--- src/rtl/inst_assembler.sv ---
// -----------------------------------------------------------------------------
// inst_assembler
//
// Sequential MIPS instruction assembler. Each accepted request (mnemonic index
// plus rs/rt/rd/imm fields) is encoded into a 32-bit MIPS word and written into
// instruction memory at base_addr + count through a one-entry output register
// that honours write-port back-pressure.
//
// Ports:
//   clk, rst                 clock; synchronous active-high reset
//   start, base_addr         program start pulse (IDLE only) and first address
//   req_valid / req_ready    request handshake
//   req_mnem                 mnemonic index 0..53 (54..63 illegal)
//   req_rs/rt/rd, req_imm    instruction fields
//   req_last                 final instruction of the program
//   imem_we/addr/wdata       IMEM write port (strobe held while imem_stall)
//   imem_stall               IMEM not taking the write this cycle
//   busy, done               activity flag and one-cycle completion pulse
//   inst_count               words written since start
//   err_ill, err_ovf         sticky illegal-mnemonic / capacity-overflow flags
//   checksum                 XOR of all written words (optional)
//
// Optional feature: define INST_ASM_CHECKSUM_EN to add the checksum output.
// -----------------------------------------------------------------------------
module inst_assembler #(
    parameter int ADDR_W = 10
) (
    input  logic              clk,
    input  logic              rst,
    input  logic              start,
    input  logic [ADDR_W-1:0] base_addr,
    input  logic              req_valid,
    output logic              req_ready,
    input  logic [5:0]        req_mnem,
    input  logic [4:0]        req_rs,
    input  logic [4:0]        req_rt,
    input  logic [4:0]        req_rd,
    input  logic [25:0]       req_imm,
    input  logic              req_last,
    output logic              imem_we,
    output logic [ADDR_W-1:0] imem_addr,
    output logic [31:0]       imem_wdata,
    input  logic              imem_stall,
    output logic              busy,
    output logic              done,
    output logic [ADDR_W:0]   inst_count,
    output logic              err_ill,
    output logic              err_ovf
`ifdef INST_ASM_CHECKSUM_EN
    ,
    output logic [31:0]       checksum
`endif
);

    // Mnemonic indices, in request encoding order.
    typedef enum logic [5:0] {
        M_ADD, M_ADDU, M_SUB, M_SUBU, M_AND, M_OR, M_XOR, M_NOR, M_SLT, M_SLTU,
        M_SLL, M_SRL, M_SRA, M_SLLV, M_SRLV, M_SRAV, M_JR, M_ADDI, M_ADDIU,
        M_ANDI, M_ORI, M_XORI, M_LW, M_SW, M_BEQ, M_BNE, M_SLTI, M_SLTIU,
        M_LUI, M_J, M_JAL, M_CLZ, M_DIVU, M_ERET, M_JALR, M_LB, M_LBU, M_LHU,
        M_SB, M_SH, M_LH, M_MFC0, M_MFHI, M_MFLO, M_MTC0, M_MTHI, M_MTLO,
        M_MUL, M_MULTU, M_SYSCALL, M_TEQ, M_BGEZ, M_BREAK, M_DIV
    } mnem_e;

    typedef enum logic [1:0] {
        S_IDLE,
        S_RUN,
        S_DRAIN,
        S_DONE
    } state_e;

    localparam logic [5:0] OP_SPECIAL  = 6'b000000;
    localparam logic [5:0] OP_SPECIAL2 = 6'b011100;
    localparam logic [5:0] OP_COP0     = 6'b010000;
    localparam logic [5:0] OP_REGIMM   = 6'b000001;

    localparam logic [ADDR_W:0] CAPACITY  = {1'b1, {ADDR_W{1'b0}}};
    localparam logic [ADDR_W:0] COUNT_ONE = {{ADDR_W{1'b0}}, 1'b1};

    function automatic logic [31:0] pack_r(input logic [5:0] op,
                                           input logic [4:0] rs,
                                           input logic [4:0] rt,
                                           input logic [4:0] rd,
                                           input logic [4:0] sh,
                                           input logic [5:0] func);
        return {op, rs, rt, rd, sh, func};
    endfunction

    function automatic logic [31:0] pack_i(input logic [5:0]  op,
                                           input logic [4:0]  rs,
                                           input logic [4:0]  rt,
                                           input logic [15:0] imm);
        return {op, rs, rt, imm};
    endfunction

    // -------------------------------------------------------------------------
    // State
    // -------------------------------------------------------------------------
    state_e              state_q, state_d;
    logic                out_valid_q, out_valid_d;
    logic [ADDR_W-1:0]   out_addr_q, out_addr_d;
    logic [31:0]         out_data_q, out_data_d;
    logic [ADDR_W-1:0]   base_q, base_d;
    logic [ADDR_W:0]     count_q, count_d;
    logic                err_ill_q, err_ill_d;
    logic                err_ovf_q, err_ovf_d;
`ifdef INST_ASM_CHECKSUM_EN
    logic [31:0]         checksum_q, checksum_d;
`endif

    // -------------------------------------------------------------------------
    // Encoder
    // -------------------------------------------------------------------------
    logic [31:0] enc_word;
    logic        enc_legal;
    logic [4:0]  rs, rt, rd, sh;
    logic [15:0] imm16;

    assign rs    = req_rs;
    assign rt    = req_rt;
    assign rd    = req_rd;
    assign sh    = req_imm[4:0];
    assign imm16 = req_imm[15:0];

    always_comb begin
        // NOTE: every signal written here is given a default first, so no
        // path through the case can leave it unassigned and infer a latch.
        enc_word  = 32'h0;
        enc_legal = 1'b1;
        case (req_mnem)
            // SPECIAL group
            M_ADD:     enc_word = pack_r(OP_SPECIAL, rs, rt, rd, 5'd0, 6'b100000);
            M_ADDU:    enc_word = pack_r(OP_SPECIAL, rs, rt, rd, 5'd0, 6'b100001);
            M_SUB:     enc_word = pack_r(OP_SPECIAL, rs, rt, rd, 5'd0, 6'b100010);
            M_SUBU:    enc_word = pack_r(OP_SPECIAL, rs, rt, rd, 5'd0, 6'b100011);
            M_AND:     enc_word = pack_r(OP_SPECIAL, rs, rt, rd, 5'd0, 6'b100100);
            M_OR:      enc_word = pack_r(OP_SPECIAL, rs, rt, rd, 5'd0, 6'b100101);
            M_XOR:     enc_word = pack_r(OP_SPECIAL, rs, rt, rd, 5'd0, 6'b100110);
            M_NOR:     enc_word = pack_r(OP_SPECIAL, rs, rt, rd, 5'd0, 6'b100111);
            M_SLT:     enc_word = pack_r(OP_SPECIAL, rs, rt, rd, 5'd0, 6'b101010);
            M_SLTU:    enc_word = pack_r(OP_SPECIAL, rs, rt, rd, 5'd0, 6'b101011);
            // Immediate shifts carry their shift amount in imm[4:0].
            M_SLL:     enc_word = pack_r(OP_SPECIAL, rs, rt, rd, sh,   6'b000000);
            M_SRL:     enc_word = pack_r(OP_SPECIAL, rs, rt, rd, sh,   6'b000010);
            M_SRA:     enc_word = pack_r(OP_SPECIAL, rs, rt, rd, sh,   6'b000011);
            M_SLLV:    enc_word = pack_r(OP_SPECIAL, rs, rt, rd, 5'd0, 6'b000100);
            M_SRLV:    enc_word = pack_r(OP_SPECIAL, rs, rt, rd, 5'd0, 6'b000110);
            M_SRAV:    enc_word = pack_r(OP_SPECIAL, rs, rt, rd, 5'd0, 6'b000111);
            M_JR:      enc_word = pack_r(OP_SPECIAL, rs, rt, rd, 5'd0, 6'b001000);
            M_JALR:    enc_word = pack_r(OP_SPECIAL, rs, rt, rd, 5'd0, 6'b001001);
            M_SYSCALL: enc_word = pack_r(OP_SPECIAL, rs, rt, rd, 5'd0, 6'b001100);
            M_BREAK:   enc_word = pack_r(OP_SPECIAL, rs, rt, rd, 5'd0, 6'b001101);
            M_MFHI:    enc_word = pack_r(OP_SPECIAL, rs, rt, rd, 5'd0, 6'b010000);
            M_MTHI:    enc_word = pack_r(OP_SPECIAL, rs, rt, rd, 5'd0, 6'b010001);
            M_MFLO:    enc_word = pack_r(OP_SPECIAL, rs, rt, rd, 5'd0, 6'b010010);
            M_MTLO:    enc_word = pack_r(OP_SPECIAL, rs, rt, rd, 5'd0, 6'b010011);
            M_MULTU:   enc_word = pack_r(OP_SPECIAL, rs, rt, rd, 5'd0, 6'b011001);
            M_DIV:     enc_word = pack_r(OP_SPECIAL, rs, rt, rd, 5'd0, 6'b011010);
            M_DIVU:    enc_word = pack_r(OP_SPECIAL, rs, rt, rd, 5'd0, 6'b011011);
            M_TEQ:     enc_word = pack_r(OP_SPECIAL, rs, rt, rd, 5'd0, 6'b110100);
            // SPECIAL2 group
            M_CLZ:     enc_word = pack_r(OP_SPECIAL2, rs, rt, rd, 5'd0, 6'b100000);
            M_MUL:     enc_word = pack_r(OP_SPECIAL2, rs, rt, rd, 5'd0, 6'b000010);
            // COP0 group: the rs slot selects MF/MT, ERET is a fixed word.
            M_MFC0:    enc_word = pack_r(OP_COP0, 5'b00000, rt, rd, 5'd0, 6'b000000);
            M_MTC0:    enc_word = pack_r(OP_COP0, 5'b00100, rt, rd, 5'd0, 6'b000000);
            M_ERET:    enc_word = 32'h4200_0018;
            // I-type
            M_ADDI:    enc_word = pack_i(6'b001000, rs, rt, imm16);
            M_ADDIU:   enc_word = pack_i(6'b001001, rs, rt, imm16);
            M_SLTI:    enc_word = pack_i(6'b001010, rs, rt, imm16);
            M_SLTIU:   enc_word = pack_i(6'b001011, rs, rt, imm16);
            M_ANDI:    enc_word = pack_i(6'b001100, rs, rt, imm16);
            M_ORI:     enc_word = pack_i(6'b001101, rs, rt, imm16);
            M_XORI:    enc_word = pack_i(6'b001110, rs, rt, imm16);
            M_LUI:     enc_word = pack_i(6'b001111, 5'd0, rt, imm16);
            M_BEQ:     enc_word = pack_i(6'b000100, rs, rt, imm16);
            M_BNE:     enc_word = pack_i(6'b000101, rs, rt, imm16);
            M_LB:      enc_word = pack_i(6'b100000, rs, rt, imm16);
            M_LH:      enc_word = pack_i(6'b100001, rs, rt, imm16);
            M_LW:      enc_word = pack_i(6'b100011, rs, rt, imm16);
            M_LBU:     enc_word = pack_i(6'b100100, rs, rt, imm16);
            M_LHU:     enc_word = pack_i(6'b100101, rs, rt, imm16);
            M_SB:      enc_word = pack_i(6'b101000, rs, rt, imm16);
            M_SH:      enc_word = pack_i(6'b101001, rs, rt, imm16);
            M_SW:      enc_word = pack_i(6'b101011, rs, rt, imm16);
            // REGIMM: the rt slot selects BGEZ.
            M_BGEZ:    enc_word = pack_i(OP_REGIMM, rs, 5'b00001, imm16);
            // J-type
            M_J:       enc_word = {6'b000010, req_imm};
            M_JAL:     enc_word = {6'b000011, req_imm};
            default:   enc_legal = 1'b0;
        endcase
    end

    // -------------------------------------------------------------------------
    // Handshake and datapath control
    // -------------------------------------------------------------------------
    logic            accept;
    logic            complete;
    logic            cap_reached;
    logic            write_new;
    logic [ADDR_W:0] count_pend;

    assign req_ready = (state_q == S_RUN) && (!out_valid_q || !imem_stall);
    assign accept    = req_valid && req_ready;
    assign complete  = out_valid_q && !imem_stall;

    // Words already committed plus the one sitting in the output register.
    // A request is only accepted while that register is empty or draining, so
    // this is the slot number the new word will occupy.
    assign count_pend  = count_q + {{ADDR_W{1'b0}}, out_valid_q};
    assign cap_reached = (count_pend == CAPACITY);
    assign write_new   = accept && enc_legal && !cap_reached;

    always_comb begin
        state_d     = state_q;
        out_valid_d = out_valid_q;
        out_addr_d  = out_addr_q;
        out_data_d  = out_data_q;
        base_d      = base_q;
        count_d     = count_q;
        err_ill_d   = err_ill_q;
        err_ovf_d   = err_ovf_q;
`ifdef INST_ASM_CHECKSUM_EN
        checksum_d  = checksum_q;
`endif

        if (complete) begin
            out_valid_d = 1'b0;
            count_d     = count_q + COUNT_ONE;
`ifdef INST_ASM_CHECKSUM_EN
            checksum_d  = checksum_q ^ out_data_q;
`endif
        end

        // Reload on the same edge as a completion keeps 1 word/cycle.
        if (write_new) begin
            out_valid_d = 1'b1;
            out_data_d  = enc_word;
            out_addr_d  = base_q + count_pend[ADDR_W-1:0];
        end

        if (accept && !enc_legal) begin
            err_ill_d = 1'b1;
        end
        if (accept && enc_legal && cap_reached) begin
            err_ovf_d = 1'b1;
        end

        case (state_q)
            S_IDLE: begin
                if (start) begin
                    state_d    = S_RUN;
                    base_d     = base_addr;
                    count_d    = '0;
                    err_ill_d  = 1'b0;
                    err_ovf_d  = 1'b0;
`ifdef INST_ASM_CHECKSUM_EN
                    checksum_d = 32'h0;
`endif
                end
            end
            S_RUN: begin
                // An illegal last request still ends the program.
                if (accept && req_last) begin
                    state_d = S_DRAIN;
                end
            end
            S_DRAIN: begin
                if (!out_valid_q) begin
                    state_d = S_DONE;
                end
            end
            S_DONE: begin
                state_d = S_IDLE;
            end
            default: begin
                state_d = S_IDLE;
            end
        endcase
    end

    // -------------------------------------------------------------------------
    // Registers
    // -------------------------------------------------------------------------
    always_ff @(posedge clk) begin
        // NOTE: non-blocking assignments, so every register here samples the
        // pre-edge values of the others regardless of statement order.
        if (rst) begin
            // NOTE: the output data/address register is reset as well, since
            // its contents appear directly on the IMEM port after reset.
            state_q     <= S_IDLE;
            out_valid_q <= 1'b0;
            out_addr_q  <= '0;
            out_data_q  <= 32'h0;
            base_q      <= '0;
            count_q     <= '0;
            err_ill_q   <= 1'b0;
            err_ovf_q   <= 1'b0;
`ifdef INST_ASM_CHECKSUM_EN
            checksum_q  <= 32'h0;
`endif
        end else begin
            state_q     <= state_d;
            out_valid_q <= out_valid_d;
            out_addr_q  <= out_addr_d;
            out_data_q  <= out_data_d;
            base_q      <= base_d;
            count_q     <= count_d;
            err_ill_q   <= err_ill_d;
            err_ovf_q   <= err_ovf_d;
`ifdef INST_ASM_CHECKSUM_EN
            checksum_q  <= checksum_d;
`endif
        end
    end

    // -------------------------------------------------------------------------
    // Outputs
    // -------------------------------------------------------------------------
    assign imem_we    = out_valid_q;
    assign imem_addr  = out_addr_q;
    assign imem_wdata = out_data_q;
    assign busy       = (state_q != S_IDLE);
    assign done       = (state_q == S_DONE);
    assign inst_count = count_q;
    assign err_ill    = err_ill_q;
    assign err_ovf    = err_ovf_q;
`ifdef INST_ASM_CHECKSUM_EN
    assign checksum   = checksum_q;
`endif

endmodule

--- config.mk ---
export PLATFORM = sky130hd
export DESIGN_NAME = inst_assembler
export DESIGN_NICKNAME = d
export VERILOG_FILES = /design/src/rtl/inst_assembler.sv
export SDC_FILE = /design/constraint.sdc
export NUM_CORES = 1
export LEC_CHECK = 0
export BUFFER_PORTS_ARGS = -buffer_cell sky130_fd_sc_hd__buf_2
export CORE_UTILIZATION = 31
export DETAILED_ROUTE_END_ITERATION = 10
export PLACE_DENSITY = 0.48
export SYNTH_ARGS = -nofsm -noshare
export SYNTH_HDL_FRONTEND = slang
export SYNTH_SLANG_ARGS = --single-unit
--- constraint.sdc ---
create_clock -name clk -period 2.83 [get_ports clk]
set_clock_uncertainty 0.05 [all_clocks]
set_input_delay 0 -clock clk [delete_from_list [all_inputs] [get_ports clk]]
set_output_delay 0 -clock clk [all_outputs]
set_load 0.02 [all_outputs]
== Word-level counts from Yosys, hierarchy flattened ==
Cells that the tools add are included.

* Add/sub/neg operators: 3
* Equality and inequality tests: 60
* Mux-type cells: 17
* Reduce and logical (&&, ||, !) cells: 20

{| class="wikitable"
|+ Operators by type and width
! cell !! number
|-
| 32-bit one-hot mux with 54 select lines || 1
|-
| 6-bit == test (second input constant) || 22
|-
| 6-bit by 5-bit == test with 1-bit output (second input constant) || 16
|-
| 54-bit OR reduction || 1
|-
| 6-bit by 4-bit == test with 1-bit output (second input constant) || 8
|-
| 11-bit 2-to-1 mux || 3
|-
| 6-bit by 3-bit == test with 1-bit output (second input constant) || 4
|-
| 6-bit by 2-bit == test with 1-bit output (second input constant) || 2
|-
| 11-bit by 1-bit adder with 11-bit output || 1
|-
| 11-bit by 1-bit adder with 11-bit output (second input constant) || 1
|-
| 11-bit == test (second input constant) || 1
|-
| 10-bit adder || 1
|-
| 1-bit 2-to-1 mux || 9
|-
| 1-bit logical AND || 8
|-
| 2-bit one-hot mux with 4 select lines || 1
|-
| 6-bit by 1-bit == test with 1-bit output (second input constant) || 1
|-
| 6-bit zero test || 1
|-
| 2-bit 2-to-1 mux || 3
|-
| 2-bit == test (second input constant) || 2
|-
| 1-bit zero test || 4
|-
| 2-bit != test (second input constant) || 2
|-
| 2-bit nonzero test || 2
|-
| 3-bit AND reduction || 1
|-
| 2-bit by 1-bit == test with 1-bit output (second input constant) || 1
|-
| 4 further kinds || 4
|}

* Flip-flop bits (word level): 68
* Bits of input ports: 63

== Logic depth before layout (Yosys ltp) ==
Gate-level depths: netlist (run 1).

* Depth after elaboration: 9
* Gate-level depth with buffers: 11
* Mapped depth without buffers: 11

== Least setup slack after synthesis (run 1) ==
Ideal clock, no wire load.

* Kind: register -> register
* Start: register count_q[0], in the netlist inst_count[0]
* End: register out_addr_q[9], in the netlist imem_addr[9]
* Library setup time: 0.128 ns
* Data arrival time: 2.418 ns
* Data required time: 2.652 ns
* Setup slack: 0.234 ns
* Stages on the path, launching flop included: 12
* Path buffers: 0
* Cell sequence: dfxtp_1 ha_1 ha_1 and2_4 xor2_1 ha_1 a21oi_1 o21ai_0 a41oi_1 xnor2_1 mux2i_1 nor2_1

* Word-level cells in the longest chain between the ends: 4

{| class="wikitable"
|+ RTL lines
! what !! RTL line !! RTL
|-
| start: declaration || 104 || <nowiki>logic [ADDR_W:0] count_q, count_d;</nowiki>
|-
| start signal: assignment || 310 || <nowiki>count_q <= count_d;</nowiki>
|-
| 11-bit by 1-bit adder with 11-bit output * || 212 || <nowiki>assign count_pend = count_q + {{ADDR_W{1'b0}}, out_valid_q};</nowiki>
|-
| branches (longest 3 deep; another with 10-bit adder) || - ||
|-
| end signal: assignment || 307 || <nowiki>out_addr_q <= out_addr_d;</nowiki>
|-
| end: declaration || 101 || <nowiki>logic [ADDR_W-1:0] out_addr_q, out_addr_d;</nowiki>
|}

Every way passes the cells marked *.
A chain may end at the register's enable or synchronous reset.

== Worst setup path in the final report (run 1) ==
* Start: register out_valid_q, in the netlist imem_we
* End: register out_addr_q[9], in the netlist imem_addr[9]

* Word-level cells in the longest chain between the ends: 6

{| class="wikitable"
|+ RTL lines
! what !! RTL line !! RTL
|-
| start: declaration || 100 || <nowiki>logic out_valid_q, out_valid_d;</nowiki>
|-
| start signal: assignment || 306 || <nowiki>out_valid_q <= out_valid_d;</nowiki>
|-
| branches (longest 6 deep; another with 11-bit by 1-bit adder with 11-bit output) || - ||
|}

Parallel ways; which one is timed is not known.

==> results of run 1 <==
[power by group through the flow]
stage / logic (mW) / registers [mW] / clock network [mW]
finish: 1.28 / 1.20 / 1.25
global route: 1.40 / 1.22 / 1.32
CTS: 1.29 / 1.20 / 1.28
detailed placement: 1.26 / 1.22 / 0
global placement: 1.24 / 1.22 / 0
floorplan: 0.769 / 1.35 / 0
[layout make-up]
class	count	area [µm²]	area share [%]
clock buffers	13	260	4.55
clock inverters	3	68.8	1.20
inverters	7	26.3	0.459
multi-input cells	411	2810	49.1
flip-flops and latches	68	1360	23.8
well taps	180	225	3.94
repair buffers	161	973	17.0
[worst min-delay path, delay by kind of cell]
kind                   cells  cell delay, ps
buffers and inverters      1              70
AO/OA/AOI/OAI              2             270
[cell usage in the layout (no fill, tap or decap), types with 4 or more instances in the layout]
| cell | n |
|---|---|
| a211oi_1 | 5 |
| a211oi_2 | 30 |
| a21oi_1 | 32 |
| a22oi_1 | 22 |
| a31oi_1 | 4 |
| and2_1 | 6 |
| buf_2 | 121 |
| buf_4 | 17 |
| clkbuf_16 | 9 |
| dfxtp_1 | 68 |
| dlygate4sd3_1 | 22 |
| ha_1 | 17 |
| inv_1 | 7 |
| mux2i_1 | 13 |
| nand2_1 | 47 |
| nand2b_1 | 10 |
| nand3_1 | 11 |
| nand4_1 | 6 |
| nor2_1 | 82 |
| nor2b_1 | 4 |
| nor3_1 | 8 |
| o211ai_1 | 7 |
| o21ai_0 | 16 |
| o22ai_1 | 5 |
| xnor2_1 | 21 |
| xor2_1 | 11 |
[cells by family (layout without fill, tap and decap cells)]
kind of cell / Yosys count / in the layout / share of synthesized area (%)
AO/OA/AOI/OAI: 159 / 159 / 29.2
buffers and inverters: 55 / 184 / 6.02
XOR/XNOR: 32 / 32 / 6.33
multiplexers: 14 / 14 / 3.20
AND/OR/NAND/NOR: 188 / 188 / 19.2
adder cells (fa/ha/maj): 18 / 18 / 5.26
flip-flops: 68 / 68 / 30.8
[sequential cells by signal (all words and copies together) (netlist names)]
signal and count:
base_q 10, err_ill 1, err_ovf 1, imem_addr 10, imem_wdata 32, imem_we 1, inst_count 11, state_q 2
[per-layer routing]
layer  vias to the layer above  track usage (%)
li1                       2183                -
met1                      2090             23.1
met2                       124             31.4
met3                        20             4.32
met4                         2             7.64
met5                         -                0
[how the worst max path moves through the flow]
| stage | startpoint | end | slack, ps | cells past startpoint |
|---|---|---|---|---|
| after floorplan | inst_count[0] | imem_addr[9] | 230 | 11 |
| after CTS | inst_count[0] | imem_addr[9] | 210 | 11 |
| after global placement | imem_we | imem_addr[9] | 280 | 11 |
| after detailed placement | inst_count[0] | imem_addr[9] | 230 | 11 |
| after global routing | inst_count[0] | imem_addr[8] | 10 | 11 |
| final | imem_we | imem_addr[9] | 200 | 11 |
[per-stage QoR]
stage,worst slack [ps],hold slack (ps)
6_report,199,1.97
5_1_grt,10.7,4.76
4_1_cts,209,0.614
3_5_place_dp,226,197
3_3_place_gp,283,191
2_1_floorplan,234,86.0
==> metrics.md, run 1 <==
| Metric | Value |
|---|---|
| Critical Path RT | 2970 ps |
| Post-route cell area | 0.00572 mm² |
| Total via count after detailed routing | 4419 |
| Setup Buffers After CTS | 0 |
| Most numerous cell in the Yosys netlist | nor2_1 |
| Core footprint | 0.0139 mm² |
| Total of buffers placed on input and output ports | 121 |
| Crit path time final | 2630 ps |
| Type of the worst setup path | register to register |
| Startpoint of the worst-slack reg-to-reg timing path | imem_we |
| Clock network fraction of total power | 33.6% |
| Delay of the slowest cell on the worst path | 330 ps |
| Clock-pin slew reported for the worst setup and hold paths after clock tree synthesis | 60 ps |
| Switching pwr | 1.31 mW |
| Via count of the first global-routing pass | 4081 |
| Num CTS Buffers | 9 |
| Number of levels the H-tree was split into | 3 |
| Mean cell area of the mapped netlist | 8.29 µm² |
| Count of mapped cells out of synthesis | 534 |
| CTS Buffer Depth | 2 |
| Average via count per standard cell | 5.24 |
| Cell type with the highest aggregate area in the netlist | dfxtp_1 |
| Wire length per cell | 16.2 µm |
| Min-Delay Endpoint | imem_wdata[15] |
| Worst-Skew Late Latency | 340 ps |
| Worst min-delay path startpoint | req_rd[4] |
| Critical Path Fanout Max | 7 |
| Clock sink count | 68 |
| Final standard cell count with taps included and fillers excluded | 843 |
| Share of the synthesized area in the top cell type | 30.8% |
| Worst-Margin Slew | 777 ps |
| Part of the power in combinational logic | 34.3% |
| Final hold vios | 0 |
| Final routed DRC violation total | 0 |
| Clock root buffer | clkbuf_16 |
| Kind of cell adding the most delay to the critical path | adder cells |
| Share of the core filled with cells in the final layout | 41.2% |
| Routed Antenna Nets | 0 |
| Switching share of power | 35.1% |
| Met3 WL | 845 µm |
| Number of buffer and inverter stages on the critical path | 0 |
| Maximum ir drop on the vdd rail | 0.278 mV |
| Number of gates resized after cts | 0 |
| R2R Setup Slk | 200 ps |
| Crit start category | register |
| Number of antenna violations at the first check in global routing | 1 |
| Initial Utilization | 31.9% |
| Nets | 739 |
| Hold Crit Class | input pin to register |
| Flip-flop and latch count after synthesis | 68 |
| Number of rows created at floorplan | 43 |
| Distinct cell type count of the synthesized netlist | 65 |
| Number of filler instances in the final layout | 1429 |
| Most common library cells after synthesis | nor2_1 (82), dfxtp_1 (68), nand2_1 (47), a21oi_1 (32), a211oi_2 (30) |
| Hold buffer count at CTS | 22 |
| Endpoint kind of the worst setup timing path | register |
| Synth Net Count | 615 |
| Internal Power | 2.42 mW |
| Most common cell type on the critical path | ha_1 |
| Post-Route M1 WL | 6000 µm |
| Part of the total power dissipated in sequential elements | 32.2% |
| Summed instance area of the synthesized netlist | 0.00442 mm² |
| Worst max-slew margin expressed relative to the limit | 48.2% |
| Fmax | 380 MHz |
| Share of synthesized area occupied by flip-flops and latches | 30.8% |
| Max-cap violations | 0 |
| Wire length of the first global-routing pass | 21300 µm |
| Number of cells on the worst hold path | 3 |
| Setup repair after global routing missed its margin | no |
| Final GP Congestion | 0.820 |
| Total routing usage reported by global routing | 18.8% |
| Area growth from synthesis to final layout | 29.4% |
| Share of flip-flops with an asynchronous set or reset | 0% |
| Count of pins over their slew limit | 0 |
| Top Ports | 122 |
| Highest Signal Layer | met5 |
| Total negative slack for setup checks | 0 ps |
| Leading post-synthesis cells by cell area | dfxtp_1 (31%), a211oi_2 (8.5%), nor2_1 (7.0%), ha_1 (4.8%), xnor2_1 (4.2%) |
| Detailed placer's ending HPWL | 9840 µm |
| Sum of routed wire length over all layers | 13700 µm |
| Period utilization | 93.0% |
| Status | finished clean |
| Post-Place Cell Area | 0.00517 mm² |
| Leakage component of the power | 2.35 nW |
| Post-Place Cells | 805 |
| Initial DRT Pass Iterations | 4 |
| Cells on worst reg2reg path | 11 |
| Library cell contributing the largest single delay on the critical path | dfxtp_1 |
| Maximum number of pins on one net before global-route repair | 77 |
| Remaining Overflow, GRT | 0 |
| Post-synth EDFFs | 0 |
| Chip Width | 121 µm |
| Die height | 121 µm |
| Fraction of layout instances using a drive strength above 1 | 28.8% |
| Crit Reg-Reg Endpoint | imem_addr[9] |
| Warnings from Yosys | 0 |
| Sum of met2 wire segment lengths after detailed routing | 6570 µm |
| Cell breakdown of the critical path | ha_1, ha_1, and2_4, xor2_1, ha_1, a21oi_1, o21ai_0, a41oi_1, xnor2_1, mux2i_1, nor2_1 |
| Full die area | 0.0148 mm² |
| Number of endpoints failing setup at the final stage | 0 |
| Drt initial violations | 212 |
| Crit path arrival time | 2780 ps |
| Antenna diode instance count | 0 |
| Ys flop type | dfxtp_1 |
| Post-layout total power | 3.73 mW |
| Power Dens Cells | 651 mW/mm² |
| Clock tree from TritonCTS | yes |
(Power assumes the default switching activity.)
==> inputs of run 2 (changes only) <==
CELL_PAD_IN_SITES_DETAIL_PLACEMENT = 0   (was unset)
CELL_PAD_IN_SITES_GLOBAL_PLACEMENT = 1   (was unset)
CORE_UTILIZATION = 39   (was 31)
PLACE_DENSITY = 0.77   (was 0.48)
==> run 2 against run 1 <==
Net effect:
- core utilization is 10 points higher
- cell area is 1.5% lower
- wire length is 8.6% lower
==> metrics.md, run 2 (synthesis results as in run 1) <==
| Metric | Value |
|---|---|
| Most frequent cells in the layout | buf_2 (121), nor2_1 (82), dfxtp_1 (68), nand2_1 (47), a21oi_1 (32) |
| Area growth from synthesis to final layout | 27.4% |
| Post-Route M1 WL | 5660 µm (-5.8%) |
| Clock network fraction of total power | 31.2% (-2.4 points) |
| Detailed placer's ending HPWL | 9050 µm (-8.0%) |
| Power Dens Cells | 637 mW/mm² (-2.3%) |
| Initial Utilization | 40.5% (+8.6 points) |
| Total routing usage reported by global routing | 21.3% (+2.5 points) |
| Drt initial violations | 236 (+11%) |
| Maximum ir drop on the vdd rail | 0.459 mV (+65%) |
| Number of filler instances in the final layout | 1062 (-26%) |
| Setup repair after global routing missed its margin | no |
| Delay of the slowest cell on the worst path | 330 ps (about the same) |
| Period utilization | 90.1% (-2.9 points) |
| Leakage component of the power | 2.32 nW (-1.1%) |
| Core footprint | 0.0109 mm² (-21%) |
| Startpoint of the worst-slack reg-to-reg timing path | imem_we |
| Max-cap violations | 0 (unchanged) |
| Remaining Overflow, GRT | 0 (unchanged) |
| Part of the power in combinational logic | 35.4% (+1.1 points) |
| Endpoint kind of the worst setup timing path | register |
| Worst min-delay path startpoint | req_imm[17] |
| Via count of the first global-routing pass | 4011 (-1.7%) |
| Met3 WL | 829 µm (-1.9%) |
| Worst-Margin Slew | 648 ps (-129 ps) |
| Number of rows created at floorplan | 38 (-12%) |
| Post-layout total power | 3.59 mW (-3.7%) |
| Setup Buffers After CTS | 0 (unchanged) |
| Final routed DRC violation total | 0 (unchanged) |
| Fraction of layout instances using a drive strength above 1 | 28.9% (+0.087 points) |
| Number of antenna violations at the first check in global routing | 0 (-1) |
| Crit path time final | 2550 ps (-80.9 ps) |
| Cell breakdown of the critical path | ha_1, ha_2, xor2_1, ha_1, o21ai_0, o211ai_1, a41oi_1, xnor2_1, mux2i_1, nor2_1 |
| Max reg flops | 32 (unchanged) |
| Die height | 109 µm (-11%) |
| Clock tree from TritonCTS | yes |
| Fmax | 392 MHz (+3.2%) |
| Antenna diode instance count | 0 (unchanged) |
| Clock-pin slew reported for the worst setup and hold paths after clock tree synthesis | 60 ps (about the same) |
| Type of the worst setup path | register to register |
| Internal Power | 2.29 mW (-5.2%) |
| Total of buffers placed on input and output ports | 121 (unchanged) |
| Clock root buffer | clkbuf_16 |
| Clock sink count | 68 (unchanged) |
| Crit path arrival time | 2710 ps (-70 ps) |
| Status | finished clean |
| Sum of met2 wire segment lengths after detailed routing | 5740 µm (-13%) |
| Hold Crit Class | input pin to register |
| Total via count after detailed routing | 4330 (-2.0%) |
| Worst-Skew Late Latency | 340 ps (about the same) |
| Worst max-slew margin expressed relative to the limit | 56.5% (+8.3 points) |
| Switching pwr | 1.29 mW (-0.92%) |
| Number of endpoints failing setup at the final stage | 0 (unchanged) |
| Initial DRT Pass Iterations | 8 (+4) |
| Part of the total power dissipated in sequential elements | 33.4% (+1.2 points) |
| Average via count per standard cell | 5.41 (+3.1%) |
| Most common library cell in the layout ignoring fill and taps | buf_2 |
| Num CTS Buffers | 9 (unchanged) |
| Total negative slack for setup checks | 0 ps (unchanged) |
| Top Ports | 122 (unchanged) |
| Highest Signal Layer | met4 |
| Count of pins over their slew limit | 0 (unchanged) |
| Wire length of the first global-routing pass | 19500 µm (-8.3%) |
| Routed Antenna Nets | 0 (unchanged) |
| Wire length per cell | 15.6 µm (-3.8%) |
| Nets | 737 (-0.27%) |
| CTS Buffer Depth | 2 (unchanged) |
| Full die area | 0.0118 mm² (-20%) |
| Number of levels the H-tree was split into | 3 (unchanged) |
| Switching share of power | 36.1% (+1.0 points) |
| Library cell contributing the largest single delay on the critical path | dfxtp_1 |
| Critical Path RT | 2990 ps (+20 ps) |
| Most common cell type on the critical path | ha_1 |
| Share of the core filled with cells in the final layout | 51.6% (+10 points) |
| Critical Path Fanout Max | 7 (unchanged) |
| Crit start category | register |
| Final GP Congestion | 0.840 (+2.3%) |
| Final hold vios | 0 (unchanged) |
| Chip Width | 109 µm (-11%) |
| Sum of routed wire length over all layers | 12500 µm (-8.6%) |
| Source of the critical timing path | imem_we |
| Maximum number of pins on one net before global-route repair | 50 (-35%) |
==> run 2: per-layer routing <==
layer	up-vias	global-route usage (%)
met4	0	9.65
met3	18	4.10
li1	2173	-
met2	154	35.6
met5	-	0
met1	1985	26.5
==> run 2: timing repair <==
item,in CTS,in global routing
hold endpoints to repair,21,0
setup endpoints to repair,0,1
gates resized for setup,0,1
hold buffers,22,0
==> run 2: power by group through the flow <==
stage | logic (mW) | registers [mW] | clock network (mW)
floorplan | 0.769 | 1.35 | 0
detailed placement | 1.25 | 1.22 | 0
CTS | 1.28 | 1.20 | 1.14
global placement | 1.23 | 1.22 | 0
finish | 1.27 | 1.20 | 1.12
global route | 1.40 | 1.22 | 1.18
==> run 2: path summary, 6_finish.rpt <==
kind	endpoint	slack, ps	depth (start not counted)
worst max-delay path	imem_addr[9]	280	10
worst min-delay path	imem_wdata[17]	6	3
worst max register to register	imem_addr[9]	280	10
worst min register to register	base_q[2]	410	2
==> run 2: layout make-up <==
class / instances / area (µm²) / area share (%)
Clock buffer: 10 / 229 / 4.06
Clock inverter: 6 / 65.1 / 1.15
Inverter: 7 / 26.3 / 0.466
Multi-Input combinational cell: 411 / 2810 / 49.8
Sequential cell: 68 / 1360 / 24.1
Tap cell: 140 / 175 / 3.11
Timing Repair Buffer: 159 / 971 / 17.2
==> run 2: critical path, delay by kind of cell, from the launching register on <==
family | cells | cell delay (ps)
fa+ha+maj | 3 | 810
compound gates | 3 | 720
flops | 1 | 330
xor+xnor | 2 | 310
mux | 1 | 140
simple gates | 1 | 60
==> run 2: through the flow <==
stage	setup slack (ps)	instances	instance area (µm²)	hold WS, ps
after floorplan	234	534	4420	86.0
after global placement	332	763	5120	192
after detailed placement	216	763	5120	199
after CTS	202	801	5640	1.59
after global routing	44.1	801	5640	14.7
final	280	801	5640	5.77
==> inputs of run 3 (changes only) <==
==> constraint.sdc (replaced) <==
create_clock -name clk -period 2.83 [get_ports clk]
set_clock_uncertainty 0.05 [all_clocks]
set_input_delay 0.566 -clock clk [delete_from_list [all_inputs] [get_ports clk]]
set_output_delay 0.566 -clock clk [all_outputs]
set_load 0.02 [all_outputs]
==> run 3 against run 2 <==
Net effect:
- first-iteration DRC count is 13% lower
- largest power group unchanged
- wire length is 0.74% higher
- flip-flop and latch count stayed put
- highest routed layer unchanged
- combinational power hardly changed
- count of clock-buffer cells in the layout is 2 higher
- cell count is 1.2% lower
- critical path depth stayed put
- register-to-register slack worse by 50 ps
- die area stayed put
- largest cell class unchanged
- via count is 0.67% higher
==> metrics.md, run 3 (synthesis results as in run 1) <==
| Metric | Value |
|---|---|
| Drt initial violations | 205 (-13%) |
| Critical Path RT | 2980 ps (about the same) |
| Part of the power in combinational logic | 35.9% (+0.5 points) |
| Switching share of power | 36.7% (+0.67 points) |
| Clock root buffer | clkbuf_16 |
| R2R Setup Slk | 230 ps (-50 ps) |
| Source of the critical timing path | inst_count[2] |
| Final routed DRC violation total | 0 (unchanged) |
| Wire length of the first global-routing pass | 19900 µm (+2.0%) |
| Final hold vios | 0 (unchanged) |
| Status | finished clean |
| Max reg flops | 32 (unchanged) |
| Remaining Overflow, GRT | 0 (unchanged) |
| Highest Signal Layer | met4 |
| Total of buffers placed on input and output ports | 121 (unchanged) |
| Nets | 727 (-1.4%) |
| Clock network fraction of total power | 29.7% (-1.5 points) |
| Crit Reg-Reg Endpoint | imem_addr[9] |
| Count of pins over their slew limit | 0 (unchanged) |
| Internal Power | 2.21 mW (-3.7%) |
| Clock tree from TritonCTS | yes |
| Final GP Congestion | 0.850 (+1.3%) |
| Wire length per cell | 15.9 µm (+2.0%) |
| Part of the total power dissipated in sequential elements | 34.4% (+1.0 points) |
| Initial DRT Pass Iterations | 5 (-3) |
| Die height | 109 µm (unchanged) |
| Maximum number of pins on one net before global-route repair | 67 (+34%) |
| Number of levels the H-tree was split into | 3 (unchanged) |
| Hold Crit Class | input pin to register |
| Sum of routed wire length over all layers | 12600 µm (+0.74%) |
| Cells on worst reg2reg path | 10 (unchanged) |
| Total negative slack for setup checks | 0 ps (unchanged) |
| Switching pwr | 1.28 mW (-0.83%) |
| Fraction of layout instances using a drive strength above 1 | 31.0% (+2.1 points) |
| Crit start category | register |
| Sum of met2 wire segment lengths after detailed routing | 5930 µm (+3.3%) |
| Crit path arrival time | 2740 ps (+30 ps) |
| Top Ports | 122 (unchanged) |
| Fmax | 385 MHz (-1.8%) |
| Chip Width | 109 µm (unchanged) |
| Num CTS Buffers | 9 (unchanged) |
| Type of the worst setup path | register to register |
| Cell breakdown of the critical path | and4_4, and2_4, xor2_1, ha_1, a21oi_1, o21ai_0, a41oi_1, xnor2_1, mux2i_1, nor2_1 |
| CTS Buffer Depth | 2 (unchanged) |
| Number of endpoints failing setup at the final stage | 0 (unchanged) |
| Worst-Skew Late Latency | 340 ps (about the same) |
| Worst-Margin Slew | 779 ps (+131 ps) |
| Area of combinational cells with multiple inputs | 0.00281 mm² (unchanged) |
| Capture point of the critical path | imem_addr[9] |
| Period utilization | 91.8% (+1.7 points) |
| Post-layout total power | 3.49 mW (-2.6%) |
| Maximum ir drop on the vdd rail | 0.381 mV (-17%) |
| Hold buffer count at CTS | 0 (-100%) |
| Setup repair after global routing missed its margin | no |
| Startpoint of the worst-slack reg-to-reg timing path | inst_count[2] |
| Number of filler instances in the final layout | 1098 (+3.4%) |
| Library cell contributing the largest single delay on the critical path | dfxtp_1 |
| Most frequent cells in the layout | buf_2 (121), nor2_1 (82), dfxtp_1 (68), nand2_1 (47), a21oi_1 (32) |
| Sequential cell area | 0.00136 mm² (unchanged) |
| Total via count after detailed routing | 4359 (+0.67%) |
| Most common library cell in the layout ignoring fill and taps | buf_2 |
| Max-cap violations | 0 (unchanged) |
| Initial Utilization | 40.5% (unchanged) |
| Endpoint kind of the worst setup timing path | register |
| Worst max-slew margin expressed relative to the limit | 48.0% (-8.4 points) |
| Power Dens Cells | 639 mW/mm² (+0.30%) |
| Critical Path Fanout Max | 10 (+3) |
| Leakage component of the power | 2.27 nW (-2.2%) |
| Routed Antenna Nets | 0 (unchanged) |
| Met3 WL | 797 µm (-3.9%) |
| Delay of the slowest cell on the worst path | 570 ps (+240 ps) |
| Number of rows created at floorplan | 38 (unchanged) |
| Clock-pin slew reported for the worst setup and hold paths after clock tree synthesis | 60 ps (about the same) |
| Total routing usage reported by global routing | 22.0% (+0.63 points) |
| Post-Route M1 WL | 5700 µm (+0.76%) |
| Core footprint | 0.0109 mm² (unchanged) |
| Clock sink count | 68 (unchanged) |
| Crit path time final | 2600 ps (+47.5 ps) |
| Detailed placer's ending HPWL | 9240 µm (+2.1%) |
| Via count of the first global-routing pass | 3987 (-0.60%) |
| Antenna diode instance count | 0 (unchanged) |
| Number of antenna violations at the first check in global routing | 0 (unchanged) |
| Average via count per standard cell | 5.51 (+1.9%) |
| Full die area | 0.0118 mm² (unchanged) |
| Area growth from synthesis to final layout | 23.7% |
-- run 3: cell count changes in the layout (fill, tap and decap cells not counted), sizes merged --
cell / delta
clkinvlp: +1
clkbuf: +2
dlygate4sd3: -22
clkinv: -2
bufinv: -1
buf: +12
-- run 3: timing repair --
item | CTS | global route
gates resized for setup | 0 | 1
setup buffers | 0 | 0
setup endpoints to repair | 0 | 2
-- run 3: final cells by class --
class / instances / area share (%)
Clock buffer: 12 / 4.50
Clock inverter: 4 / 0.457
Inverter: 7 / 0.480
Multi-Input combinational cell: 411 / 51.3
Sequential cell: 68 / 24.9
Tap cell: 140 / 3.20
Timing Repair Buffer: 149 / 15.1
-- run 3: power groups by stage --
stage | registers [mW] | logic [mW] | clock network [mW]
final | 1.20 | 1.25 | 1.04
after global routing | 1.22 | 1.38 | 1.11
after CTS | 1.20 | 1.27 | 1.07
after detailed placement | 1.22 | 1.27 | 0
after global placement | 1.22 | 1.24 | 0
after floorplan | 1.35 | 0.769 | 0
-- run 3: worst min-delay path by stage --
stage,from,endpoint,slack (ps),cells past startpoint
final,base_addr[4],base_q[4],410,3
after floorplan,base_q[0],base_q[0],390,2
after CTS,base_addr[4],base_q[4],400,3
after global placement,base_q[8],base_q[8],410,2
after global routing,base_addr[7],base_q[7],420,3
after detailed placement,base_q[7],base_q[7],410,2
-- run 3: per-layer routing --
metal | global-route usage [%] | vias up
met5 | 0 | -
met4 | 7.72 | 0
met3 | 4.28 | 12
met2 | 37.3 | 147
met1 | 27.6 | 2038
li1 | - | 2162
-- run 3: critical path: cells and delay by family, from the launching register on --
family          cells  cell delay [ps]
mux                 1              130
fa+ha+maj           1              290
xor+xnor            2              250
simple gates        3              550
compound gates      3              600
flops               1              570
-- run 3: per-stage QoR --
step / instances / utilization, % / hold WS, ps / instance area [µm²] / setup WS (ps)
after floorplan: 534 / - / 391 / 4420 / 234
after global placement: 775 / 47.5 / 406 / 5200 / 283
after detailed placement: 775 / 47.5 / 406 / 5200 / 211
after CTS: 791 / 50.0 / 398 / 5470 / 190
after global routing: 791 / 50.0 / 420 / 5470 / 13.3
final: 791 / 50.0 / 409 / 5470 / 232
